`src/rtl/uart_tx_fifo.sv`:
```
// uart_tx_fifo: host-side byte queue feeding a UART transmitter through a start/done handshake.
module uart_tx_fifo #(
    parameter int DATA_BITS = 8,
    parameter int FIFO_DEPTH = 4,
    localparam int CNT_W = $clog2(FIFO_DEPTH + 1)
) (
    input  logic                 i_clock,
    input  logic                 i_reset,
    input  logic [DATA_BITS-1:0] i_host_data,
    input  logic                 i_write_en,
    input  logic                 i_ovf_clear,
    input  logic                 i_tx_busy,
    input  logic                 i_tx_done,
    output logic [DATA_BITS-1:0] o_tx_data,
    output logic                 o_tx_start,
    output logic                 o_fifo_empty,
    output logic                 o_fifo_full,
    output logic                 o_fifo_overflow,
    output logic [CNT_W-1:0]     o_count
);
    localparam int PTR_W = $clog2(FIFO_DEPTH);
    typedef enum logic [1:0] {IDLE, START, WAIT_DONE} state_t;
    state_t               r_state;
    logic [DATA_BITS-1:0] r_mem [FIFO_DEPTH];
    logic [PTR_W-1:0]     r_wptr, r_rptr;
    logic [CNT_W-1:0]     r_count;
    logic [DATA_BITS-1:0] r_tx_data;
    logic                 r_tx_start, r_ovf;
    logic                 w_pop, w_push, w_full;
    assign w_full          = r_count == CNT_W'(FIFO_DEPTH);
    assign w_pop           = r_state == IDLE && r_count != '0 && !i_tx_busy;
    // a pop on the same edge frees a slot, so a write into a full queue still lands
    assign w_push          = i_write_en && (!w_full || w_pop);
    assign o_tx_data       = r_tx_data;
    assign o_tx_start      = r_tx_start;
    assign o_fifo_empty    = r_count == '0;
    assign o_fifo_full     = w_full;
    assign o_fifo_overflow = r_ovf;
    assign o_count         = r_count;
    always_ff @(posedge i_clock)
        if (w_push) r_mem[r_wptr] <= i_host_data;
    always_ff @(posedge i_clock or posedge i_reset) begin
        if (i_reset) begin
            r_wptr     <= '0;
            r_rptr     <= '0;
            r_count    <= '0;
            r_state    <= IDLE;
            r_tx_data  <= '0;
            r_tx_start <= 1'b0;
            r_ovf      <= 1'b0;
        end else begin
            if (w_push) r_wptr <= (r_wptr == PTR_W'(FIFO_DEPTH - 1)) ? '0 : r_wptr + PTR_W'(1);
            if (w_pop) r_rptr <= (r_rptr == PTR_W'(FIFO_DEPTH - 1)) ? '0 : r_rptr + PTR_W'(1);
            r_count <= r_count + CNT_W'(w_push) - CNT_W'(w_pop);
            if (i_write_en && !w_push) r_ovf <= 1'b1;
            else if (i_ovf_clear) r_ovf <= 1'b0;
            case (r_state)
                IDLE: if (w_pop) begin
                    r_tx_data  <= r_mem[r_rptr];
                    r_tx_start <= 1'b1;
                    r_state    <= START;
                end
                START: begin
                    r_tx_start <= 1'b0;
                    r_state    <= WAIT_DONE;
                end
                WAIT_DONE: if (i_tx_done) r_state <= IDLE;
                default: r_state <= IDLE;
            endcase
        end
    end
endmodule

```
`config.mk`:
```
export PLATFORM = sky130hd
export DESIGN_NAME = uart_tx_fifo
export DESIGN_NICKNAME = d
export VERILOG_FILES = /design/src/rtl/uart_tx_fifo.sv
export SDC_FILE = /design/constraint.sdc
export NUM_CORES = 1
export LEC_CHECK = 0
export CORE_MARGIN = 1
export CORE_UTILIZATION = 53
export DETAILED_ROUTE_END_ITERATION = 6
export PLACE_DENSITY = 0.78
export REMOVE_ABC_BUFFERS = 1
export SYNTH_ARGS = -nofsm -noshare
export SYNTH_HDL_FRONTEND = slang
export SYNTH_SLANG_ARGS = --single-unit
```
`constraint.sdc`:
```
create_clock -name i_clock -period 3 [get_ports i_clock]
set_clock_uncertainty 0.2 [all_clocks]
set_input_delay 0.9 -clock i_clock [delete_from_list [all_inputs] [get_ports i_clock]]
set_output_delay 0.9 -clock i_clock [all_outputs]
set_load 0.05 [all_outputs]
```
==> out/qor.txt <==
Crit Path Class -> reg -> out
Max Cap Viol -> 0
Max Slew Vio Count -> 0
WL final -> 3040 um
multi-input combinational cell area -> 572 um2
Area growth syn-to-layout -> 22.7%
# IOs -> 29
maximum VDD drop -> 0.539 mV
Post-synth top flop -> edfxtp_1
critical path required time -> 1.90 ns
CP Launch Point -> o_count[1]$_DFF_PP0_
outcome -> finished clean
Non-Filler Instances -> 198
RSZ-0062 raised after global routing -> no
LEAKAGE -> 0.000973 uW
top post-synthesis cells by area -> edfxtp_1 47%, dfrtp_1 23%, mux4_2 8.7%
Critical Path AT -> 1.82 ns
min-delay worst type -> reg -> reg
Final Cycle Share -> 0.973
Placer Congestion -> 0.705
ANT cells -> 0
layout cells sized above 1 -> 0.273
cts bufs inserted -> 5
GRT Overall Usage -> 0.182
Setup TNS Final -> 0 ns
post-CTS repair timing setup buffer count -> 0
global-route wire length before repair -> 5270 um
Syn. warnings -> 0
FF-to-FF setup slack -> 0.69 ns
gr ovfl total -> 0
fmax -> 0.343 GHz
1st-pass router iterations -> 4
final setup fails -> 0
clock latency at the later pin of the worst-skew pair -> 0.30 ns
Synth cell types -> 22
worst hold path endpoint -> o_tx_start$_DFFE_PP0P_
WL per Instance -> 15.3 um
clock tree buffer depth -> 2
final worst slack -> 0.0813 ns
worst-path fanout max -> 5
metal2 WL -> 1610 um
commonest non-fill, non-tap cell in the layout -> edfxtp_1
Worst-Margin Slew -> 0.729 ns
sequential share of the synthesized area -> 0.696
Hold Crit Start -> o_tx_start$_DFFE_PP0P_
wire length on met1 -> 1240 um
FP Rows -> 22
FF+latch count, synth -> 51
Buffers on Ports -> 28
hold slack -> 0.294 ns
Inst Count DP -> 190
CTS-repair resized insts -> 0
# fillers -> 265
relative slew slack -> 0.514
Final #Nets -> 170
Syn Std Cell Area -> 2060 um2
reg2reg path depth -> 7
H-tree depth -> 2
Detail Route Antenna Nets -> 0
Detailed Route Iter0 Violations -> 53
CTS tree -> built
Synth area leader -> edfxtp_1
cts hold-fix bufs -> 0
Post-Place Cell Area -> 2430 um2
worst r2r src -> o_count[1]$_DFF_PP0_
r2r endpoint -> o_count[1]$_DFF_PP0_
crit path capture type -> output pin
Reg clk slew, reported paths -> 0.09 ns
FF/Latch Area -> 1440 um2
initial antenna violation count -> 0
Pwr per Cell Area -> 1070 nW/um2
Clock Sinks -> 51
final hold violation count -> 0
top routing layer in use -> met4
Mapped Cells -> 111
Die ar. -> 4150 um2
Detailed Place HPWL -> 2120 um
CTS root buf -> clkbuf_8
post-route design area -> 2530 um2
residual DRC count -> 0
Routed met3 length -> 151 um
number of global-route vias before repair -> 1144
worst hold stages -> 1
Post-Syn Area per Cell -> 18.6 um2
number of synthesized flops with an enable pin -> 32
pre-CTS WS -> -0.0371 ns
Startpoint Class -> flip-flop
via count -> 1035
Synth top area share -> 0.466
Die Y-Extent -> 64.4 um
minimum clock period -> 2.92 ns
largest net degree at the start of global routing -> 20
DR vias/cell -> 5.23
Async SR Flop Fraction -> 0.373
core area -> 3690 um2
Starting Density -> 0.559
commonest cells after routing, fill and taps aside -> 32 x edfxtp_1, 27 x clkdlybuf4s50_1, 19 x dfrtp_1, 11 x mux2_2
Die W -> 64.4 um
## kinds of logic after synthesis
group,count (synthesis),synth area share
AO/OA/AOI/OAI,3,0.0152
adder cells (fa/ha/maj),7,0.0461
XOR/XNOR,2,0.00849
multiplexers,21,0.162
AND/OR/NAND/NOR,15,0.0455
flip-flops,51,0.696
buffers and inverters,12,0.0267
## flip-flops by register name, summed over array words and instances (netlist names)
register and count:
r_state 2, r_mem 32, o_tx_data 8, o_fifo_overflow 1, r_wptr 2, o_count 3
o_tx_start 1, r_rptr 2
## cells in the mapped netlist, types with 3 or more instances
master / count
mux4_2: 8
nor2_1: 3
ha_1: 6
mux2_2: 11
edfxtp_1: 32
inv_1: 8
and2_1: 5
dfrtp_1: 19
## routing by layer
metal,vias up,track usage
met4,0,0.0750
met5,-,0
li1,479,-
met3,5,0.0536
met2,29,0.308
met1,522,0.217
## critical path, stage by stage, from the launching register on
cell and delay (ns):
dfrtp_1 0.46, nor3_2 0.22, clkdlybuf4s50_1 0.83
## through the flow
| step | util | power (uW) |
|---|---|---|
| CTS | 0.687 | 2760 |
| detailed placement | 0.658 | 2340 |
| floorplan | - | 1950 |
| finish | 0.687 | 2720 |
| global route | 0.687 | 2890 |
| global placement | 0.658 | 2300 |
## where the power goes
part           internal [uW]  leakage [uW]  switching (uW)
sequential               974      0.000520             171
clock                    210     0.0000505             210
combinational            540      0.000403             617
total                   1720      0.000973             998
## area by class of cell
| cell class | instances | share of cell area |
|---|---|---|
| flip-flops and latches | 51 | 0.567 |
| multi-input cells | 48 | 0.226 |
| repair buffers | 35 | 0.130 |
| clock buffers | 7 | 0.0380 |
| well taps | 48 | 0.0237 |
| inverters | 8 | 0.0119 |
| clock inverters | 1 | 0.00296 |
## worst max-delay path by stage
stage / endpoint / slack (ns) / depth (start not counted)
after floorplan: o_count[2]$_DFF_PP0_ / -0.24 / 8
after global placement: o_count[2]$_DFF_PP0_ / 0.02 / 9
after detailed placement: o_count[2]$_DFF_PP0_ / -0.04 / 9
after CTS: o_fifo_empty / 0.06 / 2
after global routing: o_fifo_empty / 0.02 / 2
final: o_fifo_empty / 0.08 / 2
No activity file was read; power rests on OpenSTA's default activity.
